## src/rtl/sobel_pkg.sv

```systemverilog
// sobel_pkg: shared FSM state encoding and window-depth helper for the Sobel frame controller.
package sobel_pkg;

    typedef enum logic [2:0] {
        S_IDLE,
        S_FILL,
        S_RUN,
        S_FLUSH,
        S_DONE
    } sobel_state_t;

    // Pixels needed before the 3x3 window centre reaches (0,0); also the flush length.
    function automatic int fill_depth(input int img_w);
        return img_w + 1;
    endfunction

endpackage

```

## src/rtl/sobel_pos_cnt.sv

```systemverilog
// sobel_pos_cnt: raster row/column tracker for output centres, with registered valid/border/sof/eol.
module sobel_pos_cnt #(
    parameter int IMG_W = 64,
    parameter int IMG_H = 64
) (
    input  logic clock_i,
    input  logic reset_i,
    input  logic clr_i,
    input  logic adv_i,
    output logic valid_o,
    output logic border_o,
    output logic sof_o,
    output logic eol_o
);

    localparam int COL_W = $clog2(IMG_W);
    localparam int ROW_W = $clog2(IMG_H);
    localparam logic [COL_W-1:0] COL_LAST = COL_W'(IMG_W - 1);
    localparam logic [ROW_W-1:0] ROW_LAST = ROW_W'(IMG_H - 1);

    logic [COL_W-1:0] col_q, col_d;
    logic [ROW_W-1:0] row_q, row_d;
    logic valid_q, valid_d, border_q, border_d, sof_q, sof_d, eol_q, eol_d;
    logic col_end, row_end, at_edge;

    always_comb begin
        col_end  = col_q == COL_LAST;
        row_end  = row_q == ROW_LAST;
        at_edge  = row_q == '0 || row_end || col_q == '0 || col_end;
        col_d    = clr_i ? '0 : adv_i ? (col_end ? '0 : col_q + COL_W'(1)) : col_q;
        row_d    = clr_i ? '0 : (adv_i && col_end) ? (row_end ? '0 : row_q + ROW_W'(1)) : row_q;
        valid_d  = adv_i;
        border_d = adv_i && at_edge;
        sof_d    = adv_i && row_q == '0 && col_q == '0;
        eol_d    = adv_i && col_end;
    end

    always_ff @(posedge clock_i or posedge reset_i) begin
        if (reset_i) begin
            col_q    <= '0;
            row_q    <= '0;
            valid_q  <= 1'b0;
            border_q <= 1'b0;
            sof_q    <= 1'b0;
            eol_q    <= 1'b0;
        end else begin
            col_q    <= col_d;
            row_q    <= row_d;
            valid_q  <= valid_d;
            border_q <= border_d;
            sof_q    <= sof_d;
            eol_q    <= eol_d;
        end
    end

    assign valid_o  = valid_q;
    assign border_o = border_q;
    assign sof_o    = sof_q;
    assign eol_o    = eol_q;

endmodule

```

## src/rtl/sobel_frame_ctrl.sv

```systemverilog
// sobel_frame_ctrl: sequences one Sobel frame (window fill, streaming, zero-padded flush)
// and drives the line-buffer datapath strobes plus registered output qualifiers.
module sobel_frame_ctrl
    import sobel_pkg::*;
#(
    parameter int IMG_W = 64,
    parameter int IMG_H = 64
) (
    input  logic clock,
    input  logic reset,
    input  logic start,
    input  logic pix_valid,
    output logic pix_ready,
    output logic shift_en,
    output logic pad_sel,
    output logic out_valid,
    output logic out_border,
    output logic out_sof,
    output logic out_eol,
    output logic busy,
    output logic done
);

    localparam int FILL_DEPTH = fill_depth(IMG_W);
    localparam int PIX_W      = $clog2(IMG_W * IMG_H + 1);
    localparam int FL_W       = $clog2(FILL_DEPTH);
    localparam logic [PIX_W-1:0] FILL_LAST = PIX_W'(FILL_DEPTH - 1);
    localparam logic [PIX_W-1:0] PIX_LAST  = PIX_W'(IMG_W * IMG_H - 1);
    localparam logic [FL_W-1:0]  FL_LAST   = FL_W'(FILL_DEPTH - 1);

    sobel_state_t     state_q, state_d;
    logic [PIX_W-1:0] pix_cnt_q, pix_cnt_d;
    logic [FL_W-1:0]  fl_cnt_q, fl_cnt_d;
    logic             done_q, done_d;
    logic             accept, produce, launch;

    always_comb begin
        state_d   = state_q;
        pix_cnt_d = pix_cnt_q;
        fl_cnt_d  = fl_cnt_q;
        pix_ready = state_q == S_FILL || state_q == S_RUN;
        pad_sel   = state_q == S_FLUSH;
        accept    = pix_valid && pix_ready;
        shift_en  = accept || pad_sel;
        produce   = (state_q == S_RUN && accept) || pad_sel;
        launch    = start && state_q == S_IDLE;
        done_d    = state_q == S_DONE;
        case (state_q)
            S_IDLE: begin
                if (start) begin
                    state_d   = S_FILL;
                    pix_cnt_d = '0;
                    fl_cnt_d  = '0;
                end
            end
            S_FILL: begin
                if (accept) begin
                    pix_cnt_d = pix_cnt_q + PIX_W'(1);
                    state_d   = pix_cnt_q == FILL_LAST ? S_RUN : S_FILL;
                end
            end
            S_RUN: begin
                if (accept) begin
                    pix_cnt_d = pix_cnt_q + PIX_W'(1);
                    state_d   = pix_cnt_q == PIX_LAST ? S_FLUSH : S_RUN;
                end
            end
            S_FLUSH: begin
                fl_cnt_d = fl_cnt_q + FL_W'(1);
                state_d  = fl_cnt_q == FL_LAST ? S_DONE : S_FLUSH;
            end
            S_DONE: begin
                state_d   = S_IDLE;
                pix_cnt_d = '0;
                fl_cnt_d  = '0;
            end
            default: state_d = S_IDLE;
        endcase
    end

    always_ff @(posedge clock or posedge reset) begin
        if (reset) begin
            state_q   <= S_IDLE;
            pix_cnt_q <= '0;
            fl_cnt_q  <= '0;
            done_q    <= 1'b0;
        end else begin
            state_q   <= state_d;
            pix_cnt_q <= pix_cnt_d;
            fl_cnt_q  <= fl_cnt_d;
            done_q    <= done_d;
        end
    end

    assign busy = state_q != S_IDLE;
    assign done = done_q;

    sobel_pos_cnt #(
        .IMG_W(IMG_W),
        .IMG_H(IMG_H)
    ) u_pos (
        .clock_i (clock),
        .reset_i (reset),
        .clr_i   (launch),
        .adv_i   (produce),
        .valid_o (out_valid),
        .border_o(out_border),
        .sof_o   (out_sof),
        .eol_o   (out_eol)
    );

endmodule

```

## config.mk

```make
export PLATFORM = sky130hd
export DESIGN_NAME = sobel_frame_ctrl
export DESIGN_NICKNAME = d
export VERILOG_FILES = /design/src/rtl/sobel_pkg.sv /design/src/rtl/sobel_pos_cnt.sv /design/src/rtl/sobel_frame_ctrl.sv
export SDC_FILE = /design/constraint.sdc
export NUM_CORES = 1
export LEC_CHECK = 0
export BUFFER_PORTS_ARGS = -buffer_cell sky130_fd_sc_hd__buf_4
export CORE_MARGIN = 8
export CORE_UTILIZATION = 41
export CTS_CLUSTER_DIAMETER = 40
export DETAILED_ROUTE_END_ITERATION = 8
export PLACE_DENSITY_LB_ADDON = 0.1
export SLEW_MARGIN = 25
export SYNTH_ARGS = -nofsm -noshare
export SYNTH_HDL_FRONTEND = slang
export SYNTH_SLANG_ARGS = --single-unit
```

## constraint.sdc

```tcl
create_clock -name clock -period 2.15 [get_ports clock]
set_input_delay 0.215 -clock clock [delete_from_list [all_inputs] [get_ports clock]]
set_output_delay 0.215 -clock clock [all_outputs]
set_load 0.02 [all_outputs]
```

==> impl_metrics.csv <==
group,metric,value,unit
placement,dp_hpwl,3490,um
drt,wirelength,4710,um
clock_network,clk_pin_slew,0.08,ns
power,swShare,0.291,
worst_setup_path,max_stage_delay,0.54,ns
placement,placed_cells,326,
worst_setup_path,arrival,1.78,ns
sta,relSlewSlack,0.657,
sta,worst_pin_slew,0.515,ns
clock_network,cts.sinks,40,
worst_setup_path,slowest_stage,"dfrtp_1",
worst_setup_path,r2r_start,"state_q[0]$_DFFE_PP0P_",
sta,setup_viol,0,
clock_network,cts_tree,"done",
drt,route.detailed.drc,0,
status,status,"finished clean",
worst_setup_path,crit_chain,"nand2b_1, buf_4, or2_2, inv_1, buf_4",
worst_setup_path,required,1.93,ns
global_routing,grt_overflow,0,
drt,drt_iter0_markers,106,
drt,dr.pass1.iters,4,
clock_network,htree_levels,2,
clock_network,cts_root_buf,"clkbuf_8",
sta,fin_skew,0.00546,ns
power,p_leak,1.11,nW
clock_network,ctsResizeCount,0,
sta,fin_crit_sh,0.926,
synthesis,ys_seq_area_frac,0.448,
clock_network,cts_buffers,5,
job,cap_violations,0,
synthesis,synthCells,241,
sta,slew_violations,0,
global_routing,grt_pass1_vias,1673,
power,comb_power_share,0.193,
placement,gp_congestion,0.799,
global_routing,grtUsageTotal,0.122,
worst_setup_path,crit_path_frequent_cell,"buf_4",
floorplan,die-area,0.00806,mm2
floorplan,ios,13,
floorplan,design.core.area,0.00537,mm2
power,p_clk_frac,0.334,
synthesis,synth_area_per_cell,9.27,um2
cells_and_area,antennaDiodeCount,0,
sta,post-route-min-period,1.99,ns
clock_network,cts_buffer_depth,2,
cells_and_area,stdcell_count,334,
cells_and_area,nets,273,
cells_and_area,post-route-util,0.476,
global_routing,grt_pass1_wl,8140,um
cells_and_area,seq_area,0.00100,mm2
clock_network,cts_hold_buf,0,
worst_setup_path,r2r_end,"u_pos.row_q[4]$_DFFE_PP0P_",
worst_setup_path,cp_max_fo,8,
worst_setup_path,crit_type,"reg2out",
worst_setup_path,startpoint,"state_q[1]$_DFFE_PP0P_",
synthesis,synth-seq-cells,40,
sta,fin_setup_tns,0,ns
drt,vias,1792,
worst_setup_path,setup.worst_path.start_class,"flip-flop",
cells_and_area,nFillCells,542,
drt,wl_per_cell,14.1,um
power,seqPwrFrac,0.473,
floorplan,die_h,89.8,um
floorplan,row_count,27,
clock_network,clk_latency,0.29,ns
global_routing,antenna_found_initial,0,
clock_network,post_cts_buffers,0,
sta,timing.hold.ws,0.0566,ns
worst_setup_path,endpoint,"pad_sel",
power,peakVddDrop,0.000368,V
synthesis,synth_warnings,0,
global_routing,grt_start_max_net_pins,41,
worst_setup_path,worstSetupEndpointType,"output port",
floorplan,initial_core_util,0.416,
worst_setup_path,reg2reg_slack,0.21,ns
cells_and_area,multi_input_area,0.00111,mm2
power,p_int,1.43,mW
sta,max_freq,502,MHz
floorplan,die_x,89.8,um
cells_and_area,area_delta_synth_final,14.4,%
cells_and_area,mostFrequentLayoutCell,"dfrtp_1",
sta,hold_viol_final,0,
cells_and_area,layout_common_cells,"dfrtp_1 (40), buf_4 (22), nor2_1 (20)",
drt,ant_nets,0,
synthesis,syn_nets,253,
power,switching_power,0.585,mW
min_path,hp-class,"in2async",
cells_and_area,drive_above_1_share,0.141,
power,powerDensity,787,mW/mm2
power,finalPower,2.01,mW
synthesis,yosysUniqueCellTypes,39,
synthesis,synth_area,0.00223,mm2
worst_setup_path,worstRegToRegCells,4,
drt,avgViaCountPerCell,5.37,
sta,rsz0062_at_grt,"false",
placement,place.port_buffers,12,
==> sequential cells by signal, indices dropped and copies added (netlist names) <==
signal and flops:
done 1, u_pos.row_q 6, u_pos.valid_o 1, u_pos.col_q 6, u_pos.eol_o 1, u_pos.border_o 1
state_q 3, pix_cnt_q 13, fl_cnt_q 7, u_pos.sof_o 1
==> cell usage after synthesis <==
master    number  share of area
dfrtp_1       40           0.45
nor2_1        20          0.034
nand2_1       18          0.030
inv_1         16          0.027
nand3_1       15          0.034
a21oi_1       13          0.029
o21ai_0       12          0.027
nor3_1        10          0.022
o31ai_1        9          0.030
xnor2_1        9          0.035
ha_1           8          0.045
or4_1          7          0.024
and3_1         6          0.017
nor4_1         5          0.014
xor2_1         5          0.020
and2_1         4          0.011
or3_1          4          0.011
buf_2          3         0.0067
buf_6          3          0.015
clkbuf_1       3         0.0050
nand2b_1       3         0.0084
nand4_1        3         0.0084
nor4b_1        3          0.012
or2_2          3         0.0084
mux2i_1        2         0.0090
nor3b_1        2         0.0067
o211ai_1       2         0.0067
o21a_1         2         0.0067
a221oi_1       1         0.0039
a22oi_1        1         0.0034
a311oi_1       1         0.0039
a31o_2         1         0.0039
a31oi_1        1         0.0028
and2_0         1         0.0028
nand4b_1       1         0.0039
nor2b_1        1         0.0028
or3_4          1         0.0050
or4b_2         1         0.0045
xnor2_4        1          0.012
==> layer usage <==
metal / track usage / routed length [um] / part of all wire / up-vias
met5: 0 / 0 / 0 / -
met4: 0.0381 / 31 / 0.0066 / 0
met3: 0.0333 / 135 / 0.029 / 2
met2: 0.187 / 2110 / 0.45 / 17
met1: 0.162 / 2430 / 0.52 / 874
li1: - / - / - / 899
==> how the worst min path moves through the flow <==
stage                                  to  cells past startpoint  startpoint  slack (ns)
5_1_grt           fl_cnt_q[1]$_DFFE_PP0P_                      3       reset        0.13
4_1_cts           fl_cnt_q[2]$_DFFE_PP0P_                      3       reset        0.09
3_5_place_dp               done$_DFF_PP0_                      3       reset        0.40
3_3_place_gp   u_pos.row_q[2]$_DFFE_PP0P_                      3       reset        0.39
6_report          fl_cnt_q[1]$_DFFE_PP0P_                      3       reset        0.06
2_1_floorplan  u_pos.row_q[3]$_DFFE_PP0P_                      2       start        0.39
==> power by group through the flow <==
stage                     logic, mW  clock network [mW]  registers (mW)
final                         0.388               0.672           0.950
after global routing          0.458               0.727           0.964
after CTS                     0.397               0.691           0.948
after detailed placement      0.394                   0           0.963
after global placement        0.390                   0           0.963
after floorplan               0.297                   0           0.944
==> area by class of cell <==
type / count / area share
flip-flops and latches: 40 / 0.392
repair buffers: 22 / 0.0646
multi-input cells: 176 / 0.435
inverters: 16 / 0.0235
well taps: 72 / 0.0353
clock buffers: 7 / 0.0377
clock inverters: 1 / 0.0118
==> per-stage QoR <==
step / setup slack [ns] / area [um2]
floorplan: 0.302 / 2230
global placement: 0.241 / 2430
detailed placement: 0.214 / 2430
CTS: 0.140 / 2550
global route: 0.0125 / 2550
finish: 0.158 / 2550
==> kinds of logic (layout without fill, tap and decap cells) <==
| logic type | count (synthesis) | after routing | share of synthesized area |
|---|---|---|---|
| adder cells (fa/ha/maj) | 8 | 8 | 0.0448 |
| buffers and inverters | 25 | 46 | 0.0538 |
| XOR/XNOR | 15 | 15 | 0.0672 |
| AO/OA/AOI/OAI | 43 | 43 | 0.118 |
| flip-flops | 40 | 40 | 0.448 |
| AND/OR/NAND/NOR | 108 | 108 | 0.259 |
| multiplexers | 2 | 2 | 0.00896 |
==> critical path, delay by kind of cell, from the launching register on <==
family	cells	cell delay, ns
flops	1	0.54
buf+inv	3	0.53
simple gates	2	0.43
Power figures use the tool's default switching activity.
